$ cat config.mk
export PLATFORM = sky130hd
export DESIGN_NAME = systolic_array_nxn
export DESIGN_NICKNAME = d
export VERILOG_FILES = /design/src/rtl/systolic_array_nxn.sv
export SDC_FILE = /design/constraint.sdc
export NUM_CORES = 1
export LEC_CHECK = 0
export CORE_MARGIN = 5
export CORE_UTILIZATION = 35
export CTS_CLUSTER_DIAMETER = 60
export CTS_CLUSTER_SIZE = 28
export DETAILED_ROUTE_END_ITERATION = 8
export MAX_ROUTING_LAYER = met4
export PLACE_DENSITY = 0.51
export SYNTH_ARGS = -nofsm -noshare
export SYNTH_HDL_FRONTEND = slang
export SYNTH_SLANG_ARGS = --single-unit
$ cat constraint.sdc
create_clock -name clk -period 8.2 [get_ports clk]
set_clock_uncertainty 0.15 [all_clocks]
set_input_delay 1.64 -clock clk [delete_from_list [all_inputs] [get_ports clk]]
set_output_delay 1.64 -clock clk [all_outputs]
set_load 0.02 [all_outputs]
$ cat src/rtl/systolic_array_nxn.sv
// N x N output-stationary systolic array computing C = A*B over K beats, with ping-pong result banks.
// Define SYSTOLIC_SATURATE_EN for saturating accumulation and the banked per-PE ovf_flag output.
module systolic_array_nxn #(
  parameter int unsigned N          = 2,
  parameter int unsigned data_width = 8,
  parameter int unsigned acc_width  = 2 * data_width,
  parameter int unsigned K_MAX      = 16,
  localparam int unsigned CW        = $clog2(K_MAX + 1)
) (
  input  logic                           clk,
  input  logic                           rst,
  input  logic                           start,
  input  logic [CW-1:0]                  k_len,
  input  logic                           in_valid,
  output logic                           in_ready,
  input  logic [N*data_width-1:0]        a_in,
  input  logic [N*data_width-1:0]        b_in,
  output logic                           out_valid,
  input  logic                           out_ready,
  output logic [N*N*acc_width-1:0]       out_c,
`ifdef SYSTOLIC_SATURATE_EN
  output logic [N*N-1:0]                 ovf_flag,
`endif
  output logic                           busy,
  output logic                           active_buffer
);

  localparam int unsigned DW  = data_width;
  localparam int unsigned AW  = acc_width;
  localparam int unsigned NN  = N * N;
  localparam int unsigned DCW = $clog2(2 * N);

  typedef enum logic [1:0] {StIdle, StLoad, StDrain, StCommit} state_e;

  state_e         r_state, w_state_next;
  logic [CW-1:0]  r_k_len, r_beat_cnt, w_k_eff;
  logic [DCW-1:0] r_drain_cnt;
  logic           w_start_acc, w_beat_acc, w_adv, w_last_beat, w_drain_done;
  logic           w_release, w_bank_free, w_commit;
  logic [1:0]     r_bank_valid;
  logic           r_wr_ptr, r_rd_ptr, r_out_valid;

  logic [1:0][NN*AW-1:0]          r_bank_c;
  logic [NN-1:0][AW-1:0]          w_acc;
  logic [N-1:0][N-1:0][DW-1:0]    w_a_pe, w_b_pe;

  assign w_k_eff      = (k_len > CW'(K_MAX)) ? CW'(K_MAX) : k_len;
  assign w_start_acc  = (r_state == StIdle) && start;
  assign w_beat_acc   = (r_state == StLoad) && in_valid;
  // The array only moves on an accepted beat or while draining; LOAD bubbles freeze it.
  assign w_adv        = w_beat_acc || (r_state == StDrain);
  assign w_last_beat  = w_beat_acc && (r_beat_cnt == r_k_len - CW'(1));
  assign w_drain_done = (r_state == StDrain) && (r_drain_cnt == DCW'(2 * N - 2));
  assign w_release    = r_out_valid && out_ready;
  // A bank being released this cycle may be refilled on the same edge.
  assign w_bank_free  = !r_bank_valid[r_wr_ptr] || (w_release && (r_rd_ptr == r_wr_ptr));
  assign w_commit     = (r_state == StCommit) && w_bank_free;

  always_comb begin
    w_state_next = r_state;
    unique case (r_state)
      StIdle:   if (start) w_state_next = (w_k_eff == '0) ? StDrain : StLoad;
      StLoad:   if (w_last_beat) w_state_next = StDrain;
      StDrain:  if (w_drain_done) w_state_next = StCommit;
      StCommit: if (w_bank_free) w_state_next = StIdle;
      default:  w_state_next = StIdle;
    endcase
  end

  always_ff @(posedge clk) begin
    if (rst) begin
      r_state     <= StIdle;
      r_k_len     <= '0;
      r_beat_cnt  <= '0;
      r_drain_cnt <= '0;
    end else begin
      r_state <= w_state_next;
      if (w_start_acc) begin
        r_k_len    <= w_k_eff;
        r_beat_cnt <= '0;
      end else if (w_beat_acc) begin
        r_beat_cnt <= r_beat_cnt + CW'(1);
      end
      r_drain_cnt <= (r_state == StDrain) ? r_drain_cnt + DCW'(1) : '0;
    end
  end

  always_ff @(posedge clk) begin
    if (rst) begin
      r_bank_valid <= '0;
      r_wr_ptr     <= 1'b0;
      r_rd_ptr     <= 1'b0;
      r_out_valid  <= 1'b0;
    end else begin
      if (w_release) begin
        r_bank_valid[r_rd_ptr] <= 1'b0;
        r_rd_ptr               <= ~r_rd_ptr;
      end
      if (w_commit) begin
        r_bank_valid[r_wr_ptr] <= 1'b1;
        r_wr_ptr               <= ~r_wr_ptr;
      end
      r_out_valid <= w_release ? 1'b0 : r_bank_valid[r_rd_ptr];
    end
  end

  always_ff @(posedge clk) begin
    if (w_commit) r_bank_c[r_wr_ptr] <= w_acc;
  end

  assign out_valid     = r_out_valid;
  assign out_c         = r_out_valid ? r_bank_c[r_rd_ptr] : '0;
  assign active_buffer = r_rd_ptr;
  assign busy          = (r_state != StIdle);
  assign in_ready      = (r_state == StLoad);

`ifdef SYSTOLIC_SATURATE_EN
  logic [1:0][NN-1:0] r_bank_ovf;
  logic [NN-1:0]      w_ovf;

  always_ff @(posedge clk) begin
    if (w_commit) r_bank_ovf[r_wr_ptr] <= w_ovf;
  end

  assign ovf_flag = r_out_valid ? r_bank_ovf[r_rd_ptr] : '0;
`endif

  // Input skew: row/column i is delayed by i advancing cycles before entering the array.
  for (genvar i = 0; i < N; i++) begin : g_skew
    logic [DW-1:0] w_a_inj, w_b_inj;
    assign w_a_inj = w_beat_acc ? a_in[i*DW +: DW] : '0;
    assign w_b_inj = w_beat_acc ? b_in[i*DW +: DW] : '0;

    if (i == 0) begin : g_direct
      assign w_a_pe[0][0] = w_a_inj;
      assign w_b_pe[0][0] = w_b_inj;
    end else begin : g_chain
      logic [i-1:0][DW-1:0] r_a_sk, r_b_sk;
      always_ff @(posedge clk) begin
        if (rst || w_start_acc) begin
          r_a_sk <= '0;
          r_b_sk <= '0;
        end else if (w_adv) begin
          r_a_sk[0] <= w_a_inj;
          r_b_sk[0] <= w_b_inj;
          for (int m = 1; m < i; m++) begin
            r_a_sk[m] <= r_a_sk[m-1];
            r_b_sk[m] <= r_b_sk[m-1];
          end
        end
      end
      assign w_a_pe[i][0] = r_a_sk[i-1];
      assign w_b_pe[0][i] = r_b_sk[i-1];
    end
  end

  for (genvar i = 0; i < N; i++) begin : g_row
    for (genvar j = 0; j < N; j++) begin : g_col
      logic signed [AW-1:0] r_acc, w_acc_next, w_a_ext, w_b_ext;
      assign w_a_ext = AW'($signed(w_a_pe[i][j]));
      assign w_b_ext = AW'($signed(w_b_pe[i][j]));

`ifdef SYSTOLIC_SATURATE_EN
      localparam int unsigned SW = 2 * AW + 2;
      localparam logic signed [SW-1:0] SatMax = SW'($signed({1'b0, {(AW - 1){1'b1}}}));
      localparam logic signed [SW-1:0] SatMin = SW'($signed({1'b1, {(AW - 1){1'b0}}}));
      logic signed [SW-1:0] w_sum;
      logic                 w_ovf_now, r_ovf;

      assign w_sum = SW'(r_acc) + SW'(w_a_ext) * SW'(w_b_ext);

      always_comb begin
        w_ovf_now  = 1'b0;
        w_acc_next = w_sum[AW-1:0];
        if (w_sum > SatMax) begin
          w_ovf_now  = 1'b1;
          w_acc_next = SatMax[AW-1:0];
        end else if (w_sum < SatMin) begin
          w_ovf_now  = 1'b1;
          w_acc_next = SatMin[AW-1:0];
        end
      end

      always_ff @(posedge clk) begin
        if (rst || w_start_acc) r_ovf <= 1'b0;
        else if (w_adv)         r_ovf <= r_ovf | w_ovf_now;
      end
      assign w_ovf[i*N+j] = r_ovf;
`else
      assign w_acc_next = r_acc + w_a_ext * w_b_ext;
`endif

      always_ff @(posedge clk) begin
        if (rst || w_start_acc) r_acc <= '0;
        else if (w_adv)         r_acc <= w_acc_next;
      end
      assign w_acc[i*N+j] = r_acc;

      if (j < N - 1) begin : g_fwd_a
        logic [DW-1:0] r_a;
        always_ff @(posedge clk) begin
          if (rst || w_start_acc) r_a <= '0;
          else if (w_adv)         r_a <= w_a_pe[i][j];
        end
        assign w_a_pe[i][j+1] = r_a;
      end

      if (i < N - 1) begin : g_fwd_b
        logic [DW-1:0] r_b;
        always_ff @(posedge clk) begin
          if (rst || w_start_acc) r_b <= '0;
          else if (w_adv)         r_b <= w_b_pe[i][j];
        end
        assign w_b_pe[i+1][j] = r_b;
      end
    end
  end

endmodule

After elaboration in Yosys (flattened, before gate mapping)
Index checks and enable logic that the tools add are counted.
{"block": "totals", "register_bits": 259, "input_bits": 42, "out_inout_bits": 68, "wordCells": 100}
{"block": "op_classes", "n_addsub": 7, "mul": 4, "order_cmp": 5, "n_eq_ne": 10, "n_mux": 28, "bitwise": 6, "n_reduce_logical": 20}
{"operator": "2-to-1 mux 64 bit", "count": 4}
{"operator": "bitwise mux 128 bit", "count": 1}
{"operator": "adder 16 bit", "count": 4}
{"operator": "demux 64 bit (select 1 bit)", "count": 1}
{"operator": "multiplier 8 x 8 -> 16 bit", "count": 4}
{"operator": "2-to-1 mux 8 bit", "count": 4}
{"operator": "2-to-1 mux 2 bit", "count": 8}
{"operator": "logical AND 1 bit", "count": 9}
{"operator": "case mux 2 bit (4 select lines)", "count": 1}
{"operator": "== test 2 bit, second input constant", "count": 3}
{"operator": "2-to-1 mux 1 bit", "count": 6}
{"operator": "inequality test 2 bit, second input constant", "count": 3}
{"operator": "OR reduction 2 bit", "count": 3}
{"operator": "adder 5 x 1 -> 5 bit, second input constant", "count": 1}
{"operator": "== test 5 bit", "count": 1}
{"operator": "greater-than comparator 5 bit, second input constant", "count": 1}
{"operator": "zero test 5 bit", "count": 1}
{"operator": "2-to-1 mux 5 bit", "count": 1}
{"operator": "subtractor 5 x 1 -> 5 bit, second input constant", "count": 1}
{"operator": "< comparator 1 x 2 -> 1 bit, second input constant", "count": 2}
{"operator": "AND reduction 4 bit", "count": 1}
{"operator": "logical OR 1 bit", "count": 3}
{"operator": "inverter 1 bit", "count": 3}
{"operator": "adder 2 x 1 -> 2 bit, second input constant", "count": 1}
{"operator": "11 further kinds", "count": 13}

Logic depth before layout (Yosys ltp)
Gate-level depths: netlist (run 1).
{"block": "depth", "word_depth": 10, "ltp_mapped": 21, "depth_no_buf": 20}

Worst setup path after synthesis (run 1)
No wires, ideal clock.
{"block": "synth_path", "kind": "input -> register", "start": "input in_valid", "end": "register g_row[0].g_col[0].r_acc[15]", "setup_ns": 0.123, "t_arrival_ns": 6.556, "t_required_ns": 7.927, "setup_slack_ns": 1.371, "path_stages": 18, "path_buffers": 2, "cell_sequence": "and2_0 > clkbuf_1 > clkbuf_1 > and3_1 > inv_1 > fa_1 > inv_1 > fa_1 > fa_1 > fa_1 > fa_1 > ha_1 > o21a_1 > a21o_1 > o21ai_0 > a32oi_1 > xnor2_1 > o21ai_0"}
{"block": "synth_between", "elab_chain_len": 4, "elab_cells_between_ends": 6, "classes_between": "add/sub (1); mul (1); mux (2); reduce/logical (2)"}
{"item": "from (decl)", "line": "14", "source": "input logic in_valid,"}
{"item": "logical AND 1 bit *", "line": "49", "source": "assign w_beat_acc = (r_state == StLoad) && in_valid;"}
{"item": "2-to-1 mux 8 bit (on tied branches)", "line": "131, 132"}
{"item": "multiplier 8 x 8 -> 16 bit", "line": "190", "source": "assign w_acc_next = r_acc + w_a_ext * w_b_ext;"}
{"item": "adder 16 bit", "line": "190"}
{"item": "to (signal assigned)", "line": "195", "source": "else if (w_adv) r_acc <= w_acc_next;"}
{"item": "to (decl)", "line": "159", "source": "logic signed [AW-1:0] r_acc, w_acc_next, w_a_ext, w_b_ext;"}
Every way passes the cells marked *; elsewhere a longest branch is shown, timed or not.
A chain may end at the register's enable or synchronous reset.

Worst setup path after layout (run 1)
Ends and elaborated chain as after synthesis.

==> results of run 1 <==
-- state kept, by name, indices dropped and copies added (netlist names) --
register	cells
r_bank_valid	2
r_state	2
r_drain_cnt	2
active_buffer	1
r_k_len	5
r_beat_cnt	5
g_row.g_col.g_fwd_b.r_b	16
g_row.g_col.r_acc	64
g_row.g_col.g_fwd_a.r_a	16
r_bank_c	128
out_valid	1
g_skew.g_chain.r_a_sk	8
r_wr_ptr	1
g_skew.g_chain.r_b_sk	8
-- synth_stat cells (26+ instances only) --
cell        n
inv_1     398
fa_1      285
nand2_1   242
ha_1      155
dfxtp_1   131
edfxtp_1  128
a21oi_1   115
clkbuf_1   84
nor2_1     82
and2_1     77
mux2i_1    68
nor2b_1    65
xnor2_1    61
and3_1     38
o21ai_0    31
nand3_1    30
nor3b_1    26
-- kinds of logic (layout without fill, tap and decap cells) --
logic type,after synthesis,in the layout,share of synthesized area [%]
fa+ha+maj,440,440,35.2
simple gates,611,611,13.8
xor+xnor,80,80,3.22
flops,259,259,29.7
other cells,0,6,0
buf+inv,497,575,8.64
mux,68,68,3.13
compound gates,227,227,6.29
-- worst reg2reg max path: stages (launching register included) --
cell and delay (ps):
dfxtp_1 330, inv_1 100, ha_1 260, and2_4 410, nand2_1 380, or2_2 410
fa_1 450, fa_1 490, inv_1 50, fa_1 460, fa_1 530, fa_1 420
ha_1 320, o21a_1 130, a21o_1 200, o21ai_0 320, a32oi_1 170, xnor2_1 150
o21ai_0 80
-- metal layers --
metal  routed length (um)  GRT usage, %  vias up  share of wire [%]
met2                23300          25.5      224                 47
met1                23100          20.9     7190                 47
met3                 1840          2.13       61                3.7
met4                 1210          3.27        0                2.5
met5                    0             -        -                  0
li1                     -             -     7000                  -
-- cell usage in the layout (no fill, tap or decap), types with 19 or more instances in the layout --
cell	instances
clkdlybuf4s50_1	109
nor3b_1	26
nor2_1	80
dfxtp_1	129
clkbuf_16	30
xor2_1	19
o21ai_0	31
a21oi_1	114
inv_1	398
nand3_1	30
xnor2_1	61
nand2b_1	23
ha_1	155
nor2b_1	64
and3_1	38
and2_1	77
mux2i_1	68
edfxtp_1	128
nand2_1	242
fa_1	285
-- report_power, final --
group | switching (mW) | internal (mW) | total (mW)
clock | 0.629 | 0.813 | 1.44
sequential | 0.0652 | 1.40 | 1.46
combinational | 0.577 | 0.330 | 0.907
-- path summary, 6_finish.rpt --
check,from,end,slack [ps],depth (start not counted)
worst max-delay path,in_valid,g_row[0].g_col[0].r_acc[15],1430,17
worst min-delay path,r_drain_cnt[0],r_drain_cnt[0],270,1
worst min register to register,r_drain_cnt[0],r_drain_cnt[0],270,1
worst max register to register,r_state[1],g_row[0].g_col[0].r_acc[15],2230,18
-- per-stage QoR --
step / instances / worst slack, ps / hold slack, ps / instance area (um^2) / power (mW)
after floorplan: 2182 / 1370 / 242 / 21700 / 2.12
after global placement: 3041 / 928 / 250 / 23600 / 2.40
after detailed placement: 3041 / 870 / 263 / 23600 / 2.41
after CTS: 3097 / 1500 / 272 / 24700 / 3.89
after global routing: 3103 / 1150 / 287 / 24700 / 4.05
final: 3103 / 1430 / 273 / 24700 / 3.81
-- layout make-up --
type | instances | area (um^2)
Antenna cell | 6 | 15.0
Clock buffer | 34 | 776
Clock inverter | 22 | 303
Fill cell | 6079 | 36900
Inverter | 398 | 1490
Multi-Input combinational cell | 1426 | 13400
Sequential cell | 259 | 6470
Tap cell | 837 | 1050
Timing Repair Buffer | 121 | 1180
==> metrics.csv, run 1 <==
metric;value;unit
status;finished clean;
# IOs;110;
leakage;10.7;nW
number of synthesized flops with an enable pin;128;
drt pass-1 iters;5;
PwrDens;154;nW/um^2
layout cells sized above 1;3.58;%
worst-margin pin slew;1150;ps
CP Class;in -> reg;
maximum number of pins on one net before global-route repair;77;
min cycle time layout;6770;ps
post-synth net total;2664;
CP max-delay cell;fa_1;
Root Buffer;clkbuf_16;
post-synth top area share;26.2;%
final hold viol count;0;
IO Port Bufs;109;
drt wl/cell;15.9;um
ranking of synthesized cells by area;fa_1, edfxtp_1, dfxtp_1;
nets;2718;
Post-CTS Setup Bufs;0;
antenna violations before repair;7;
Slew HR;23.3;%
Max Cap Viol;0;
worst-path cell chain;clkdlybuf4s50_1, and2_4, nand2_1, or2_2, fa_1, fa_1, inv_1, fa_1, fa_1, fa_1, ha_1, o21a_1, a21o_1, o21ai_0, a32oi_1, xnor2_1, o21ai_0;
Worst Path Required;8490;ps
CTS tree;done;
Yosys cell types;52;
aggregate global-route resource usage;15.6;%
initial DRC count;644;
maximum clock rate;148;MHz
total wire length;49.4;mm
core area;61600;um^2
drt drc;0;
FP Rows;91;
CP endpoint kind;flip-flop;
worst vdd ir;0.000182;V
crit path DAT;7070;ps
sequential area share after synthesis;29.7;%
CTS Hold Buffers Added;0;
chip width;259;um
GPL Wtd Cong;0.813;
TNS Setup;0;ps
area grow syn2layout;13.7;%
cts bufs inserted;30;
clock sinks;259;
Synth area leader;fa_1;
Initial Utilization;35.3;%
H-tree depth;1;
Buf/Inv on CP;2;
Final Util;40.1;%
Die Ht;259;um
Post-Syn Area;21700;um^2
CTS resizes;0;
post-DP HPWL;38.0;mm
die footprint;67200;um^2
Startpoint Class;primary input;
Clock Tree Buf Depth;3;
FF+latch count, synth;259;
number of global-route vias before repair;15600;
Crit path top cell by count;fa_1;
antenna-violating nets left;0;
Final Max Slew Viols;0;
RSZ-0062 raised after global routing;false;
Vias;14500;
gr ovfl total;0;
worst skew pair latency;600;ps
Final setup viols;0;
Reg clk slew, reported paths;60;ps
Top FF cell, synth;dfxtp_1;
first-pass GRT wire length;83.1;mm
CP max stage delay;530;ps
Avg Inst Size Synth;9.97;um^2
drt via density;4.66;
Crit Path Max Fanout;37;
Crit path max-delay family;adder cells;
Post-synth ARST share;0;%
worst hold path class;reg -> reg;
fin crit share;82.6;%
Ys Warns;0;
gate count after technology mapping;2182;
Power figures use the tool's default switching activity.
==> run 2, diff against run 1 <==
Settings changed: PLACE_DENSITY 0.51 to 0.53.
Clock period 8.2 ns to 5.8 ns, I/O delays scaled along.
==> run 2 against run 1 <==
  * Sequential share of layout area is 0.50 points lower
  * Cell area is 1.9% higher
  * Critical path depth is 2 higher
  * Register-to-register slack worse by 1900 ps
  * Clock power is 33% higher
  * Worst hold slack worse by 7.5 ps
  * Critical path type unchanged
  * Largest power group unchanged
  * Highest routed layer unchanged
==> metrics.csv, run 2 (synthesized netlist as in run 1, its figures left out) <==
metric;value;unit;change
nets;2785;;+2.5%
# IOs;110;;unchanged
first-pass GRT wire length;85.2;mm;+2.5%
total wire length;50.4;mm;+2.1%
Clock Tree Buf Depth;3;;unchanged
drt pass-1 iters;6;;+1
crit path DAT;5880;ps;-1190 ps
NetSw;1.84;mW;+44%
Root Buffer;clkbuf_16;;
Switching Fraction;33.9;%;+0.53 points
layout cells sized above 1;6.62;%;+3.0 points
leakage;11.0;nW;+2.7%
Reg clk slew, reported paths;70;ps;about the same
die footprint;67200;um^2;unchanged
placed inst area;24200;um^2;+2.2%
Most flops, register;r_bank_c;;
IO Port Bufs;109;;unchanged
Seq pwr share;38.1;%;-0.3 points
status;finished clean;;
cts bufs inserted;29;;-3.3%
worst skew pair latency;580;ps;-20 ps
Crit Path Max Fanout;3;;-92%
pre-CTS setup slack;-550;ps;-1420 ps
CTS tree;done;;
Final Max Slew Viols;0;;unchanged
Vias;14900;;+2.7%
worst hold path class;reg -> reg;;
core area;61600;um^2;unchanged
area grow syn2layout;15.9;%;
Slew HR;28.8;%;+5.5 points
H-tree depth;1;;unchanged
commonest non-fill, non-tap cells in the layout;inv_1, fa_1, nand2_1;;
CTS Hold Buffers Added;0;;unchanged
chip width;259;um;unchanged
antenna-violating nets left;0;;unchanged
Regs by FF count;r_bank_c x128, g_row.g_col.r_acc x64;;
worst vdd ir;0.000197;V;+8.6%
WHS;266;ps;-7.54 ps
commonest non-fill, non-tap cell in the layout;inv_1;;
Post-CTS Setup Bufs;0;;unchanged
Gate power share;26.5;%;+2.7 points
max reg flops;128;;unchanged
worst setup margin;195;ps;-1230 ps
aggregate global-route resource usage;15.9;%;+0.33 points
internal power;3.58;mW;+41%
CP endpoint kind;flip-flop;;
fin crit share;96.6;%;
gr ovfl total;0;;unchanged
maximum number of pins on one net before global-route repair;77;;unchanged
Die Ht;259;um;unchanged
final hold viol count;0;;unchanged
FP Rows;91;;unchanged
initial DRC count;675;;+4.8%
RSZ-0062 raised after global routing;false;;
Startpoint Class;primary input;;
drt via density;4.70;;+0.67%
Initial Utilization;35.3;%;unchanged
drt drc;0;;unchanged
Max Cap Viol;0;;unchanged
min cycle time layout;5610;ps;
Pwr Total;5.42;mW;+42%
drt wl/cell;15.9;um;about the same
final instance area;25200;um^2;+1.9%
GPL Wtd Cong;0.840;;+3.3%
maximum clock rate;178;MHz;
antenna violations before repair;4;;-3
clock power share;35.4;%;-2.4 points
CP Class;in -> reg;;
number of global-route vias before repair;16000;;+2.8%
Worst Path Required;6070;ps;-2420 ps
post-DP HPWL;38.5;mm;+1.3%
Final setup viols;0;;unchanged
PwrDens;215;nW/um^2;+39%
worst-margin pin slew;1070;ps;-79.6 ps
clock sinks;259;;unchanged
-- run 2: per-layer routing --
| layer | vias up | wire, um | GRT usage [%] |
|---|---|---|---|
| li1 | 7123 | - | - |
| met5 | - | 0 | - |
| met2 | 221 | 24100 | 26.2 |
| met1 | 7456 | 23400 | 21.3 |
| met4 | 0 | 1190 | 3.19 |
| met3 | 68 | 1800 | 2.13 |
-- run 2: per-stage QoR --
step                setup TNS [ps]  utilization [%]  instances
floorplan                    -24.5                -       2182
global placement             -3020             39.2       3109
detailed placement           -3340             39.2       3109
CTS                              0             40.8       3163
global route                     0             40.9       3166
finish                           0             40.9       3166
-- run 2: what timing repair did --
item                                    4_1_cts  5_1_grt
gates resized for setup                       0        9
hold endpoints to repair                      0        0
endpoints found under the setup margin        0        5
-- run 2: final timing paths --
path / from / to / slack (ps) / cells after the start
max: b_in[0] / g_row[0].g_col[0].r_acc[15] / 190 / 19
min: r_drain_cnt[0] / r_drain_cnt[0] / 270 / 1
max reg2reg: g_skew[1].g_chain.r_a_sk[7] / g_row[1].g_col[0].r_acc[15] / 380 / 17
min reg2reg: r_drain_cnt[0] / r_drain_cnt[0] / 270 / 1
-- run 2: area by class of cell --
| cell class | count | area (um^2) |
|---|---|---|
| fillers | 6080 | 36400 |
| inverters | 398 | 1490 |
| multi-input cells | 1426 | 13500 |
| clock buffers | 32 | 737 |
| repair buffers | 189 | 1690 |
| flip-flops and latches | 259 | 6470 |
| diodes | 3 | 7.51 |
| clock inverters | 22 | 272 |
| well taps | 837 | 1050 |
-- run 2: worst max-delay path: stages --
cell,delay [ps]
clkdlybuf4s50_1,510
and3_4,240
buf_4,120
nand2_1,70
fa_1,520
inv_1,60
fa_1,500
inv_1,50
fa_1,540
inv_1,50
fa_1,380
fa_1,510
ha_4,310
o21a_1,140
a21o_1,170
o21ai_2,90
a32oi_1,250
xnor2_1,140
o21ai_0,80
-- run 2: power by group through the flow --
stage / clock network [mW] / logic, mW / registers (mW)
floorplan: 0 / 0.955 / 2.05
CTS: 1.98 / 1.45 / 2.07
detailed placement: 0 / 1.43 / 2.11
finish: 1.92 / 1.44 / 2.07
global route: 2.05 / 1.62 / 2.08
global placement: 0 / 1.41 / 2.11
